==> src/rtl/ip_tx_pkg.sv <==
// Shared definitions for the IP transmit arbiter: FSM encoding, port
// indices and bit positions of the fields inside the user sideband
// {len[55:40], flags[39:37], type[36:29], offset[28:16], ID[15:0]}.
package ip_tx_pkg;

    typedef enum logic [1:0] {
        ST_IDLE     = 2'd0,
        ST_GRANT_P0 = 2'd1,
        ST_GRANT_P1 = 2'd2
    } arb_state_t;

    localparam logic PORT_P0 = 1'b0;   // UDP requester
    localparam logic PORT_P1 = 1'b1;   // ICMP requester

    localparam int USER_LEN_HI   = 55;
    localparam int USER_LEN_LO   = 40;
    localparam int USER_FLAGS_HI = 39;
    localparam int USER_FLAGS_LO = 37;
    localparam int USER_ID_HI    = 15;
    localparam int USER_ID_LO    = 0;

    // Map a port index onto the FSM state that grants it.
    function automatic arb_state_t grant_state(input logic port);
        return (port == PORT_P1) ? ST_GRANT_P1 : ST_GRANT_P0;
    endfunction

endpackage

==> src/rtl/ip_tx_arb_outreg.sv <==
// Single-stage AXI-Stream output register. A beat is loaded whenever the
// caller signals an input transfer (i_load); o_accept tells the caller when
// the stage can take a beat (empty, or draining this cycle). A 1-bit source
// tag travels with each beat so the owner can attribute output transfers.
module ip_tx_arb_outreg #(
    parameter int P_USER_W = 56
) (
    input  logic                i_clk,
    input  logic                i_rst_n,
    input  logic                i_load,
    input  logic [63:0]         i_data,
    input  logic [P_USER_W-1:0] i_user,
    input  logic [7:0]          i_keep,
    input  logic                i_last,
    input  logic                i_src,
    output logic                o_accept,
    output logic [63:0]         o_data,
    output logic [P_USER_W-1:0] o_user,
    output logic [7:0]          o_keep,
    output logic                o_last,
    output logic                o_src,
    output logic                o_valid,
    input  logic                i_ready
);

    // Accept a new beat when empty or when the held beat leaves this cycle.
    always_comb begin
        o_accept = !o_valid || i_ready;
    end

    // Load on input transfer; drop valid only when the held beat drains
    // without a replacement. Nothing changes while stalled.
    always_ff @(posedge i_clk or negedge i_rst_n) begin
        if (!i_rst_n) begin
            o_data  <= '0;
            o_user  <= '0;
            o_keep  <= '0;
            o_last  <= 1'b0;
            o_src   <= 1'b0;
            o_valid <= 1'b0;
        end else if (i_load) begin
            o_data  <= i_data;
            o_user  <= i_user;
            o_keep  <= i_keep;
            o_last  <= i_last;
            o_src   <= i_src;
            o_valid <= 1'b1;
        end else if (o_valid && i_ready) begin
            o_valid <= 1'b0;
        end
    end

endmodule

==> src/rtl/ip_tx_arbiter.sv <==
// Two-requester packet arbiter feeding the IP transmit path. Whole packets
// are granted (no mid-packet switching); ties are broken round-robin, or
// in favour of port 1 (ICMP) when IP_TX_ARB_STRICT_PRIO_EN is defined.
// Handshake: a beat moves on any AXIS port only in a cycle where valid and
// ready are both high; ready never depends on the same port's valid.
module ip_tx_arbiter
    import ip_tx_pkg::*;
#(
    parameter int P_USER_W = 56,
    parameter int P_CNT_W  = 16
) (
    input  logic                i_clk,
    input  logic                i_rst_n,
    input  logic [63:0]         s_axis_p0_data,
    input  logic [P_USER_W-1:0] s_axis_p0_user,
    input  logic [7:0]          s_axis_p0_keep,
    input  logic                s_axis_p0_last,
    input  logic                s_axis_p0_valid,
    output logic                s_axis_p0_ready,
    input  logic [63:0]         s_axis_p1_data,
    input  logic [P_USER_W-1:0] s_axis_p1_user,
    input  logic [7:0]          s_axis_p1_keep,
    input  logic                s_axis_p1_last,
    input  logic                s_axis_p1_valid,
    output logic                s_axis_p1_ready,
    output logic [63:0]         m_axis_ip_data,
    output logic [P_USER_W-1:0] m_axis_ip_user,
    output logic [7:0]          m_axis_ip_keep,
    output logic                m_axis_ip_last,
    output logic                m_axis_ip_valid,
    input  logic                m_axis_ip_ready,
    output logic [P_CNT_W-1:0]  o_pkt_cnt_p0,
    output logic [P_CNT_W-1:0]  o_pkt_cnt_p1,
    output logic                o_busy
);

    arb_state_t          state_q;
    arb_state_t          state_d;
    logic                r_last_grant;
    logic                r_rst_done;   // blocks grants on the first edge after reset release
    logic                tie_winner;
    logic                out_accept;
    logic                out_src;
    logic                in_load;
    logic                in_src;
    logic [63:0]         in_data;
    logic [P_USER_W-1:0] in_user;
    logic [7:0]          in_keep;
    logic                in_last;

`ifdef IP_TX_ARB_STRICT_PRIO_EN
    // ICMP always wins a tie; round-robin history is not consulted.
    assign tie_winner = PORT_P1;
`else
    // Round-robin: on a tie, the port not granted most recently wins.
    assign tie_winner = ~r_last_grant;
`endif

    // State register, grant history and post-reset qualifier.
    always_ff @(posedge i_clk or negedge i_rst_n) begin
        if (!i_rst_n) begin
            state_q      <= ST_IDLE;
            r_last_grant <= PORT_P1;
            r_rst_done   <= 1'b0;
        end else begin
            state_q    <= state_d;
            r_rst_done <= 1'b1;
            if (state_q == ST_IDLE && state_d != ST_IDLE) begin
                r_last_grant <= (state_d == ST_GRANT_P1);
            end
        end
    end

    // Next state: grant from IDLE, release after the last beat is captured.
    always_comb begin
        state_d = state_q;
        case (state_q)
            ST_IDLE: begin
                if (r_rst_done) begin
                    if (s_axis_p0_valid && s_axis_p1_valid) begin
                        state_d = grant_state(tie_winner);
                    end else if (s_axis_p0_valid) begin
                        state_d = ST_GRANT_P0;
                    end else if (s_axis_p1_valid) begin
                        state_d = ST_GRANT_P1;
                    end
                end
            end
            ST_GRANT_P0: begin
                if (s_axis_p0_valid && s_axis_p0_ready && s_axis_p0_last) begin
                    state_d = ST_IDLE;
                end
            end
            ST_GRANT_P1: begin
                if (s_axis_p1_valid && s_axis_p1_ready && s_axis_p1_last) begin
                    state_d = ST_IDLE;
                end
            end
            default: state_d = ST_IDLE;
        endcase
    end

    // Outputs from state: per-port ready, input mux and busy flag.
    always_comb begin
        s_axis_p0_ready = (state_q == ST_GRANT_P0) && out_accept;
        s_axis_p1_ready = (state_q == ST_GRANT_P1) && out_accept;
        in_src          = (state_q == ST_GRANT_P1);
        in_load         = (s_axis_p0_valid && s_axis_p0_ready) ||
                          (s_axis_p1_valid && s_axis_p1_ready);
        in_data         = in_src ? s_axis_p1_data : s_axis_p0_data;
        in_user         = in_src ? s_axis_p1_user : s_axis_p0_user;
        in_keep         = in_src ? s_axis_p1_keep : s_axis_p0_keep;
        in_last         = in_src ? s_axis_p1_last : s_axis_p0_last;
        o_busy          = (state_q != ST_IDLE);
    end

    ip_tx_arb_outreg #(
        .P_USER_W (P_USER_W)
    ) u_outreg (
        .i_clk    (i_clk),
        .i_rst_n  (i_rst_n),
        .i_load   (in_load),
        .i_data   (in_data),
        .i_user   (in_user),
        .i_keep   (in_keep),
        .i_last   (in_last),
        .i_src    (in_src),
        .o_accept (out_accept),
        .o_data   (m_axis_ip_data),
        .o_user   (m_axis_ip_user),
        .o_keep   (m_axis_ip_keep),
        .o_last   (m_axis_ip_last),
        .o_src    (out_src),
        .o_valid  (m_axis_ip_valid),
        .i_ready  (m_axis_ip_ready)
    );

    // Count packets as their last beat leaves on the output; wraps freely.
    always_ff @(posedge i_clk or negedge i_rst_n) begin
        if (!i_rst_n) begin
            o_pkt_cnt_p0 <= '0;
            o_pkt_cnt_p1 <= '0;
        end else if (m_axis_ip_valid && m_axis_ip_ready && m_axis_ip_last) begin
            if (out_src == PORT_P1) begin
                o_pkt_cnt_p1 <= o_pkt_cnt_p1 + 1'b1;
            end else begin
                o_pkt_cnt_p0 <= o_pkt_cnt_p0 + 1'b1;
            end
        end
    end

endmodule

==> config.mk <==
export PLATFORM = sky130hd
export DESIGN_NAME = ip_tx_arbiter
export DESIGN_NICKNAME = d
export VERILOG_FILES = /design/src/rtl/ip_tx_pkg.sv /design/src/rtl/ip_tx_arb_outreg.sv /design/src/rtl/ip_tx_arbiter.sv
export SDC_FILE = /design/constraint.sdc
export NUM_CORES = 1
export LEC_CHECK = 0
export BUFFER_PORTS_ARGS = -buffer_cell sky130_fd_sc_hd__buf_2
export CORE_AREA = 4 4 166 168
export DETAILED_ROUTE_END_ITERATION = 8
export DIE_AREA = 0 0 170 172
export MAX_ROUTING_LAYER = met4
export PLACE_DENSITY_LB_ADDON = 0.12
export SKIP_LAST_GASP = 1
export SYNTH_ARGS = -nofsm -noshare
export SYNTH_HDL_FRONTEND = slang
export SYNTH_SLANG_ARGS = --single-unit
==> constraint.sdc <==
create_clock -name i_clk -period 1.4 [get_ports i_clk]
set_input_delay 0.07 -clock i_clk [delete_from_list [all_inputs] [get_ports i_clk]]
set_output_delay 0.07 -clock i_clk [all_outputs]
set_load 0.03 [all_outputs]
==> metrics.yaml <==
critPathRequiredTime_ps: 1740
syn_area_per_cell_sq_um: 10.6
fmax_ghz: 0.598
leakage_nw: 6.83
min_path_type: "input port to flop"
wl_per_cell_microns: 17.7
grt_pass1_wl_microns: 47200
cts.clk_slew.worst_paths_ps: 70
crit_path_frequent_cell: "buf_12"
htree_levels: 4
fin_area_sq_um: 14800
drt.antenna.violating_nets: 0
netlist_area_sq_um: 7660
numCtsBuffers: 17
drc: 0
clockBufferDepth: 2
setup_ws_ps: -273
synthTopCellsByArea: "dfrtp_1 54%, mux2i_1 17%, a21oi_1 8.6%"
die_height_microns: 172
critPathLaunchType: "flop"
ir_drop_mv: 0.958
synth_edf_count: 0
cp_slowest_cell: "dfrtp_2"
fp-row-count: 59
fin_nets: 1741
synth_area_leader_cell: "dfrtp_1"
rsz0062_at_grt: "true"
setup_violations: 136
yosysMostFrequentCell: "dfrtp_1"
fill_cells: 2190
worst-path-max-fanout: 10
synth_nets: 986
drt_iter0_drc: 336
grt_start_max_net_pins: 46
hold_viol: 0
num_vias: 8435
critPathMaxStageDelay_ps: 430
drtPass1Iterations: 5
min_period_ps: 1670
initial_core_util_pct: 29.6
synth.distinct_cells: 35
crit_type: "flop to flop"
skew_ps: 16.2
grt_overflow: 0
period_share_pct: 120
drive_gt1_share_pct: 41.4
status: "complete, but fails checks"
cts.sinks: 167
post-route-util_pct: 57.0
yosysTopAreaCellShare_pct: 54.2
clock_latency_ps: 420
core_sq_um: 25900
synthCells: 721
area_delta_synth_final_pct: 92.8
synthTopCellsByCount: "166 x dfrtp_1, 137 x nor2_1, 132 x a21oi_1, 129 x mux2i_1, 29 x buf_2"
synth_ff_type: "dfrtp_1"
post-place-cells: 1509
cts_root_buffer: "clkbuf_16"
grt_pass1_vias: 8817
place_area_sq_um: 10800
cts_tree: "built"
yosys_warnings: 0
whs_ps: 11.2
die_x_microns: 170
p_per_area_nw_per_um2: 1980
dpl.hpwl_microns: 21000
port_buffers: 427
async_flop_share_pct: 100
io_pins: 428
cp-end-kind: "flop"
grt_usage_pct: 21.2
synth_seq_cells: 167
arrival_ps: 2010
cap_violations: 0
die-area_sq_um: 29200
wirelength_microns: 32300
viasPerCell: 4.62
seq_area_frac_synth_pct: 54.6
power_mw: 29.2
gp_congestion: 0.809
fin_cells: 1824
violations: "negative setup slack"
drv_slew: 0
antenna_found_initial: 1
crit_chain: "nand3b_1 -> a21oi_4 -> buf_12 -> buf_12 -> clkbuf_16 -> nor2_1 -> a21oi_1"
[final timing paths]
path,from,endpoint,slack [ps],cells past startpoint
max reg2reg,state_q[0],u_outreg.o_user[11],-270,7
max,state_q[0],u_outreg.o_user[11],-270,7
min,s_axis_p1_data[40],u_outreg.o_data[40],10,3
min in group asynchronous,i_rst_n,u_outreg.o_data[22],50,2
min reg2reg,o_pkt_cnt_p0[15],o_pkt_cnt_p0[15],470,1
max in group asynchronous,i_rst_n,u_outreg.o_data[2],740,3
[state kept, by name (all words and copies together) (netlist names)]
name,cells
u_outreg.o_data,64
u_outreg.o_user,56
o_pkt_cnt_p0,16
o_pkt_cnt_p1,16
u_outreg.o_keep,8
state_q,2
r_last_grant,1
r_rst_done,1
u_outreg.o_last,1
u_outreg.o_src,1
u_outreg.o_valid,1
[final cells by class]
class                      count  area (sq um)  area share [%]
timing repair buffer         782          6020            40.8
sequential                   167          4200            28.4
multi-input combinational    503          3490            23.6
clock buffer                  21           460            3.12
tap                          335           419            2.84
clock inverter                10           169            1.14
inverter                       5          18.8           0.127
antenna                        1          2.50          0.0169
[where the power goes]
part	leakage [nW]	switching, mW	internal, mW
sequential	1.90	1.20	6.85
clock	0.297	2.04	3.10
combinational	4.63	9.41	6.64
[routing by layer]
layer | up-vias | GRT usage (%) | share of wire [%]
li1 | 4005 | - | -
met1 | 4007 | 23.7 | 40
met2 | 340 | 36.5 | 51
met3 | 83 | 5.44 | 5.6
met4 | 0 | 8.30 | 3.5
met5 | - | - | 0
[worst max-delay path: cells and delay by family, from the launching register on]
kind            cells  cell delay, ps
buf+inv             3             480
simple gates        2             280
flops               1             430
compound gates      2             390
[kinds of logic (layout without fill, tap and decap cells)]
family / count (synthesis) / count (layout) / share of synthesized area, %
simple gates: 201 / 201 / 11.8
flops: 167 / 167 / 54.6
compound gates: 139 / 139 / 9.26
mux: 130 / 130 / 17.0
buf+inv: 51 / 818 / 3.61
xor+xnor: 30 / 30 / 3.43
fa+ha+maj: 2 / 2 / 0.327
other cells: 1 / 2 / 0.0489
[through the flow]
step	setup slack, ps	setup TNS, ps
global route	-348	-33190
detailed placement	-177	-15760
global placement	-191	-11240
CTS	-173	-17120
floorplan	-28.0	-3280
finish	-273	-20870
[what timing repair did]
item                                   4_1_cts  5_1_grt
buffers inserted                             8       13
resized for setup                           39       51
endpoints found under the hold margin      295        1
pin swaps                                    1       14
setup endpoints to repair                  137      153
gates cloned                                 0       11
hold buffers                               251        1
[placed cells by master, fill, tap and decap left out, drive strengths merged]
master,count
nor3b,1
nand3,13
nand2b,2
dfstp,1
o21ai,2
bufinv,4
inv,8
nor3,4
nand3b,2
and3,5
buf,520
nand2,15
mux2i,129
a32oi,2
xor2,9
nor2b,3
a21oi,133
nor2,137
xnor2,21
and4b,1
ha,2
diode,1
nor4,2
clkbuf,31
or2,1
dlygate4sd3,252
mux2,1
dfrtp,166
conb,1
and2,2
and4,2
a31oi,2
nand4,11
clkinvlp,3
Power figures use the tool's default switching activity.
